===== src/rtl/pad_share_pkg.sv =====
// Shared types and defaults for the user-pad sharing arbiter.
package pad_share_pkg;

  typedef enum logic [1:0] {
    ST_IDLE  = 2'd0,
    ST_GRANT = 2'd1,
    ST_TURN  = 2'd2
  } state_e;

  localparam int unsigned TA_CYCLES_DEFAULT = 2;

endpackage


===== src/rtl/pad_share_rr_pick.sv =====
// Combinational round-robin select: first set request at or after ptr, wrapping.
module pad_share_rr_pick
  import pad_share_pkg::*;
#(
  parameter int unsigned NUM_REQ = 4,
  parameter int unsigned IW      = $clog2(NUM_REQ)
) (
  input  logic [NUM_REQ-1:0] req,
  input  logic [IW-1:0]      ptr,
  output logic               valid,
  output logic [IW-1:0]      idx
);

  always_comb begin
    valid = 1'b0;
    idx   = '0;
    for (int unsigned k = 0; k < NUM_REQ; k++) begin
      int unsigned c;
      c = (32'(ptr) + k) % NUM_REQ;
      if (!valid && req[c]) begin
        valid = 1'b1;
        idx   = IW'(c);
      end
    end
  end

endmodule


===== src/rtl/pad_share_arbiter.sv =====
// Level request/grant arbiter for a shared pad bank, with a forced all-input
// turnaround window between owners.
module pad_share_arbiter
  import pad_share_pkg::*;
#(
  parameter int unsigned NUM_REQ   = 4,
  parameter int unsigned NUM_PADS  = 8,
  parameter int unsigned TA_CYCLES = TA_CYCLES_DEFAULT
) (
  input  logic                         clk,
  input  logic                         rst,
  input  logic [NUM_REQ-1:0]           req_i,
  input  logic [NUM_REQ*NUM_PADS-1:0]  out_i,
  input  logic [NUM_REQ*NUM_PADS-1:0]  oen_i,
  output logic [NUM_REQ-1:0]           grant_o,
  output logic [$clog2(NUM_REQ)-1:0]   owner_o,
  output logic                         busy_o,
  output logic [NUM_PADS-1:0]          pad_out_o,
  output logic [NUM_PADS-1:0]          pad_oen_o
);

  localparam int unsigned IW = $clog2(NUM_REQ);
  localparam int unsigned CW = $clog2(TA_CYCLES + 1);

  state_e        state_q, state_d;
  logic [IW-1:0] owner_q, owner_d;
  logic [IW-1:0] ptr_q,   ptr_d;
  logic [CW-1:0] cnt_q,   cnt_d;

  logic          pick_valid;
  logic [IW-1:0] pick_idx;

  pad_share_rr_pick #(
    .NUM_REQ (NUM_REQ),
    .IW      (IW)
  ) u_rr_pick (
    .req   (req_i),
    .ptr   (ptr_q),
    .valid (pick_valid),
    .idx   (pick_idx)
  );

  always_ff @(posedge clk) begin
    if (rst) begin
      state_q <= ST_IDLE;
      owner_q <= '0;
      ptr_q   <= '0;
      cnt_q   <= '0;
    end else begin
      state_q <= state_d;
      owner_q <= owner_d;
      ptr_q   <= ptr_d;
      cnt_q   <= cnt_d;
    end
  end

  always_comb begin
    state_d = state_q;
    owner_d = owner_q;
    ptr_d   = ptr_q;
    cnt_d   = cnt_q;
    unique case (state_q)
      ST_IDLE: begin
        if (pick_valid) begin
          state_d = ST_GRANT;
          owner_d = pick_idx;
          ptr_d   = (pick_idx == IW'(NUM_REQ - 1)) ? '0 : pick_idx + 1'b1;
        end
      end
      ST_GRANT: begin
        // Only the owner's own release ends the grant; nobody pre-empts.
        if (!req_i[owner_q]) begin
          state_d = ST_TURN;
          cnt_d   = CW'(TA_CYCLES - 1);
        end
      end
      ST_TURN: begin
        if (cnt_q == '0) state_d = ST_IDLE;
        else             cnt_d   = cnt_q - 1'b1;
      end
      default: state_d = ST_IDLE;
    endcase
  end

  // Pads follow registered state only; out_i/oen_i pass through the owner mux.
  always_comb begin
    grant_o   = '0;
    pad_out_o = '0;
    pad_oen_o = '1;
    if (state_q == ST_GRANT) begin
      for (int unsigned r = 0; r < NUM_REQ; r++) begin
        if (owner_q == IW'(r)) begin
          grant_o[r] = 1'b1;
          pad_out_o  = out_i[r*NUM_PADS +: NUM_PADS];
          pad_oen_o  = oen_i[r*NUM_PADS +: NUM_PADS];
        end
      end
    end
  end

  assign owner_o = owner_q;
  assign busy_o  = (state_q != ST_IDLE);

endmodule


===== config.mk =====
export PLATFORM = sky130hd
export DESIGN_NAME = pad_share_arbiter
export DESIGN_NICKNAME = d
export VERILOG_FILES = /design/src/rtl/pad_share_pkg.sv /design/src/rtl/pad_share_rr_pick.sv /design/src/rtl/pad_share_arbiter.sv
export SDC_FILE = /design/constraint.sdc
export NUM_CORES = 1
export LEC_CHECK = 0
export ABC_AREA = 1
export BUFFER_PORTS_ARGS = -buffer_cell sky130_fd_sc_hd__buf_2
export CAP_MARGIN = 25
export CORE_ASPECT_RATIO = 1.75
export CORE_MARGIN = 1.5
export CORE_UTILIZATION = 42
export CTS_CLUSTER_SIZE = 30
export DETAILED_ROUTE_END_ITERATION = 8
export GPL_TIMING_DRIVEN = 1
export PLACE_DENSITY = 0.9
export SLEW_MARGIN = 20
export SYNTH_ARGS = -nofsm -noshare
export SYNTH_HDL_FRONTEND = slang
export SYNTH_HIERARCHICAL = 1
export SYNTH_SLANG_ARGS = --single-unit

===== constraint.sdc =====
create_clock -name clk -period 2.6 [get_ports clk]
set_input_delay 0.26 -clock clk [delete_from_list [all_inputs] [get_ports clk]]
set_output_delay 0.26 -clock clk [all_outputs]
set_load 0.1 [all_outputs]

# == After elaboration in Yosys (flattened, before gate mapping) ==
# Cells that the tools add are included.
# totals
register_bits,8
out_inout_bits,23
wordCells,79
# op_classes
eq_ne,10
reduce_logical,14
addsub,5
order_cmp,5
mux,41
# ops
operator,n
two-way mux 8 bit,10
two-way mux 2 bit,10
less-than comparator 2 x 3 -> 1 bit (second input constant),5
two-way mux 1 bit,13
binary-select mux 1 bit (select 2 bit),5
== test 2 bit (second input constant),4
!= test 2 bit (second input constant),4
logical NOT 2 bit,3
one-hot mux 2 bit (3 select lines),1
AND reduction 3 bit,2
adder 2 x 1 -> 2 bit (second input constant),2
adder 2 bit (second input constant),2
== test 2 x 1 -> 1 bit (second input constant),2
two-way mux 4 bit,1
one-hot mux 2 bit (2 select lines),1
nonzero test 2 bit,2
logical AND 1 bit,3
logical NOT 1 bit,3
AND reduction 2 bit,1
subtractor 2 x 1 -> 2 bit (second input constant),1

# == Depth between registers and ports, before layout ==
# logic_depth
depth_word,14
mapped_depth,14

# == Hierarchy ==
# Netlist, hierarchy kept.
# by_module_without_submodules
mod,seq_area_each_um2,cells_per_inst,n_inst,area_each_um2
pad_share_arbiter,160.2,155,1,965.9
pad_share_rr_pick,0.0,59,1,319.1

# == Least setup slack after synthesis ==
# Ideal clock, no wire load.
# synth_timing
path_kind,flip-flop to output port
from,"reg owner_q[1], in the netlist owner_o[1]"
to,out pad_oen_o[0]
slack_ns,-0.654
path_buffers,1
t_required_ns,2.340
path_stages_with_launch,6
t_arrival_ns,2.994
cell_sequence,dfxtp_1 buf_6 nand2_8 inv_4 nor2_4 a41oi_1
# synth_between
elab_chain_cells,6
# synth_lines
item,line_no,rtl
from (decl),pad_share_arbiter.sv:26,"logic [IW-1:0] owner_q, owner_d;"
from (signal assigned),pad_share_arbiter.sv:51,owner_q <= owner_d;
logical NOT 2 bit,pad_share_arbiter.sv:92,if (owner_q == IW'(r)) begin
two-way mux 8 bit (3 in series),pad_share_arbiter.sv:92,
two-way mux 8 bit (*),pad_share_arbiter.sv:92,
two-way mux 8 bit (*),pad_share_arbiter.sv:90,if (state_q == ST_GRANT) begin
to (decl),pad_share_arbiter.sv:19,output logic [NUM_PADS-1:0] pad_oen_o
# Every way passes the cells marked *; elsewhere a longest branch is shown, timed or not.

# == Worst setup path in the final report ==
# layout_timing
from,"reg owner_q[0], in the netlist owner_o[0]"
to,out pad_out_o[3]
# layout_between
elab_chain_cells,6
# layout_lines
item,line_no,rtl
logical NOT 2 bit,pad_share_arbiter.sv:92,
two-way mux 8 bit (3 in series),pad_share_arbiter.sv:92,
two-way mux 8 bit (*),pad_share_arbiter.sv:92,
two-way mux 8 bit (*),pad_share_arbiter.sv:90,
to (decl),pad_share_arbiter.sv:18,"output logic [NUM_PADS-1:0] pad_out_o,"
# Marked as above.

==> qor.log <==
INFO  die            start_util=43.9%
INFO  routing        firstDrtPassIters=4
INFO  yosys          synth_cell_types=27
INFO  yosys          yosysWarningCount=6
INFO  clock_network  htree_num_levels=1
INFO  clock_network  holdBufCountCts=0
INFO  routing        drt-vias-per-instance=5.23
INFO  power_and_ir_drop power.clock.fraction=5.3%
INFO  power_and_ir_drop internal-power=0.808mW
INFO  global_routing grt.total_usage=22.7%
INFO  placed_design  io_buffers=92
INFO  routing        routed_wire_length_per_instance=11.9µm
INFO  clock_network  source_to_sink_clock_delay_at_the_later_pin_of_the_worst_skew_pair=0.23ns
INFO  finish         multi_input_comb_area=0.00101mm²
INFO  timing         setup_viols_final=0
INFO  global_routing grt_first_pass_wirelength=6.23mm
INFO  global_routing grt_antenna_before_repair=0
INFO  routing        drcViolationCount=0
INFO  worst_setup_path critPathArrivalTime=2.06ns
INFO  finish         final_common_cell=sky130_fd_sc_hd__buf_2
INFO  worst_setup_path critical_path_peak_fanout=17
INFO  finish         layout_cells_sized_above_1=49.0%
INFO  placed_design  dp_worst_setup_slack=0.510ns
INFO  routing        first_iter_violations=39
INFO  yosys          async_reset_ff_share=0%
INFO  yosys          synth.cell_area=0.00128mm²
INFO  worst_setup_path cell_by_cell_trace_of_the_critical_path=nand2_8 > inv_4 > nand2_2 > inv_2 > nand2_1 > o21ai_2 > buf_2
INFO  clock_network  post_cts_resize_count=0
INFO  yosys          yosys_most_used_dff=sky130_fd_sc_hd__dfxtp_1
INFO  clock_network  cts_tree=yes
INFO  outcome        status=completed
INFO  die            core-area=0.00293mm²
INFO  worst_setup_path worst_path_largest_cell_delay=0.77ns
INFO  timing         period_minus_slack=2.32ns
INFO  timing         timing.slew.headroom=52.7%
INFO  yosys          ys_ff_latch=8
INFO  yosys          mappedNetlistNets=286
INFO  routing        postRouteAntennaNets=0
INFO  worst_setup_path startpoint_type=register
INFO  worst_setup_path worst_r2r_startpoint=ptr_q[0]
INFO  timing         finalHoldViolations=0
INFO  placed_design  hpwl=3.27mm
INFO  worst_setup_path worstSetupEndpointType=output port
INFO  die            fp.dieH=76.2µm
INFO  finish         final-seq-area=161µm²
INFO  global_routing grt_pass1_vias=1609
INFO  yosys          postSynthAreaPerCell=6.00µm²
INFO  finish         most-common-layout-cells=92 x sky130_fd_sc_hd__buf_2, 49 x sky130_fd_sc_hd__nand2_1, 20 x sky130_fd_sc_hd__nor2_1, 18 x sky130_fd_sc_hd__inv_1, 16 x sky130_fd_sc_hd__nand2_2
INFO  clock_network  clockBufferDepth=2
INFO  die            die_area=0.00341mm²
INFO  run            max_cap_viol_count=0
INFO  timing         post-route-period-util=89.4%
INFO  yosys          cell_count_after_synthesis=214
INFO  power_and_ir_drop net-switching-power=1.95mW
INFO  worst_setup_path cp_num_buf_inv=3
INFO  min_path       min-delay-path-class=in2reg
INFO  placed_design  globalplace.congestion=0.864
INFO  die            fp.dieW=44.8µm
INFO  timing         grt_setup_unrepaired=false
INFO  clock_network  postCtsSetupBuffers=0
INFO  yosys          yosysSeqAreaShare=12.5%
INFO  timing         final_critical_path_setup_slack=0.276ns
INFO  worst_setup_path dominant_delay_contributor_by_cell_family_on_the_critical_path=flip-flops
INFO  worst_setup_path cp_max_delay_cell=sky130_fd_sc_hd__dfxtp_1
INFO  finish         area_growth=41.3%
INFO  timing         final-max-slew-violation-count=0
INFO  finish         final.fill_count=270
INFO  power_and_ir_drop ir_drop=1.08mV
INFO  global_routing grt_max_degree=18
INFO  clock_network  cts-buffers-inserted=3
INFO  worst_setup_path critical_path_required=2.34ns
INFO  die            rows=26
INFO  yosys          synth_edf_count=0
INFO  routing        vias=1726
INFO  min_path       hp-start=rst
INFO  placed_design  placedCellCount=327
INFO  die            pin_count=93
INFO  timing         fmax=430MHz
INFO  power_and_ir_drop power.sequential.fraction=10.1%
INFO  timing         tightest_slew=0.709ns
INFO  routing        wirelength=3.92mm
INFO  clock_network  clkSlewWorstSetupHoldPaths=0.04ns
INFO  power_and_ir_drop p_comb_share=84.6%
INFO  power_and_ir_drop p_leak=0.970nW
INFO  finish         antenna_cells_inserted=0
INFO  clock_network  tritoncts_num_sinks=8
INFO  timing         fin_skew=0.00158ns
INFO  clock_network  cts-root-buf=sky130_fd_sc_hd__clkbuf_8
INFO  power_and_ir_drop switching_share=70.7%
INFO  worst_setup_path worst_setup_path_startpoint=owner_o[0]
INFO  worst_setup_path criticalPathCategory=reg2out
INFO  finish         instances_no_fill=330
INFO  global_routing globalRouteOverflowTotal=0
INFO  finish         final_nets=376
INFO  power_and_ir_drop power_density=1520mW/mm²
## synth_stat cells (all sizes together), types with 2 or more instances
cell type   n  area (µm²)
dfxtp       8         160
ha          2        25.0
o21ai      27         135
buf         8        82.6
nand3      19         115
o221ai      5        43.8
nor2       31         146
a21oi       6        33.8
a41oi       3        26.3
o211ai      4        30.0
inv        25        98.8
o22ai       4        25.0
nand2      70         349
## path summary, 6_finish.rpt
| check | endpoint | slack [ns] | depth (start not counted) |
|---|---|---|---|
| min reg2reg | cnt_q[1] | 0.48 | 2 |
| max | pad_out_o[3] | 0.28 | 7 |
| min | state_q[0] | 0.23 | 2 |
| max reg2reg | ptr_q[1] | 0.70 | 13 |
## power groups by stage
stage	Combinational, mW	Clock [mW]	Sequential (mW)
after floorplan	2.03	0	0.295
after global placement	2.30	0	0.277
after detailed placement	2.32	0	0.278
after CTS	2.33	0.153	0.276
after global routing	2.50	0.156	0.286
final	2.33	0.147	0.277
## worst register-to-register path, cell delays in order, from the launching register on
cell,delay (ns)
sky130_fd_sc_hd__dfxtp_1,0.50
sky130_fd_sc_hd__inv_2,0.16
sky130_fd_sc_hd__nand2_1,0.10
sky130_fd_sc_hd__nand2_2,0.07
sky130_fd_sc_hd__nand2_2,0.08
sky130_fd_sc_hd__nand2_2,0.06
sky130_fd_sc_hd__nor2_4,0.12
sky130_fd_sc_hd__nand3_2,0.07
sky130_fd_sc_hd__nand2_1,0.06
sky130_fd_sc_hd__nand2_1,0.05
sky130_fd_sc_hd__inv_1,0.09
sky130_fd_sc_hd__ha_1,0.23
sky130_fd_sc_hd__o21ai_0,0.15
sky130_fd_sc_hd__nor2_1,0.05
## flip-flops by register name, summed over array words and instances, names as in the netlist
signal / cells
owner_o: 2
state_q: 2
cnt_q: 2
ptr_q: 2
## logic make-up (layout without fill, tap and decap cells)
logic type                 after synthesis  count (layout)  share of synthesized area [%]
and+or+nand+nor                        122             122                           48.6
AOI/OAI and AO/OA                       49              49                           22.9
buffers and inverters                   33             121                           14.1
DFF                                      8               8                           12.5
adders and majority gates                2               2                           1.95
## final cells by class
class / instances / share of cell area, %
Multi-Input combinational cell: 173 / 55.7
Timing Repair Buffer: 93 / 25.8
Sequential cell: 8 / 8.89
Inverter: 25 / 5.44
Clock buffer: 3 / 2.27
Tap cell: 28 / 1.93
## metal layers
layer | up-vias | wire length, µm | track usage (%)
li1 | 895 | - | -
met1 | 748 | 1360 | 20.3
met2 | 75 | 2170 | 46.7
met3 | 8 | 320 | 2.61
met4 | 0 | 73 | 7.65
met5 | - | 0 | 0
## metrics by stage
stage	total power [mW]	area, µm²	setup TNS [ns]	utilization, %	hold WS [ns]
4_1_cts	2.76	1820	0	62.0	0.227
3_5_place_dp	2.60	1770	0	60.6	0.467
5_1_grt	2.94	1820	0	62.0	0.235
2_1_floorplan	2.33	1350	-0.00928	-	0.329
3_3_place_gp	2.58	1770	0	60.6	0.469
6_report	2.75	1820	0	62.0	0.230
(Power assumes the default switching activity.)
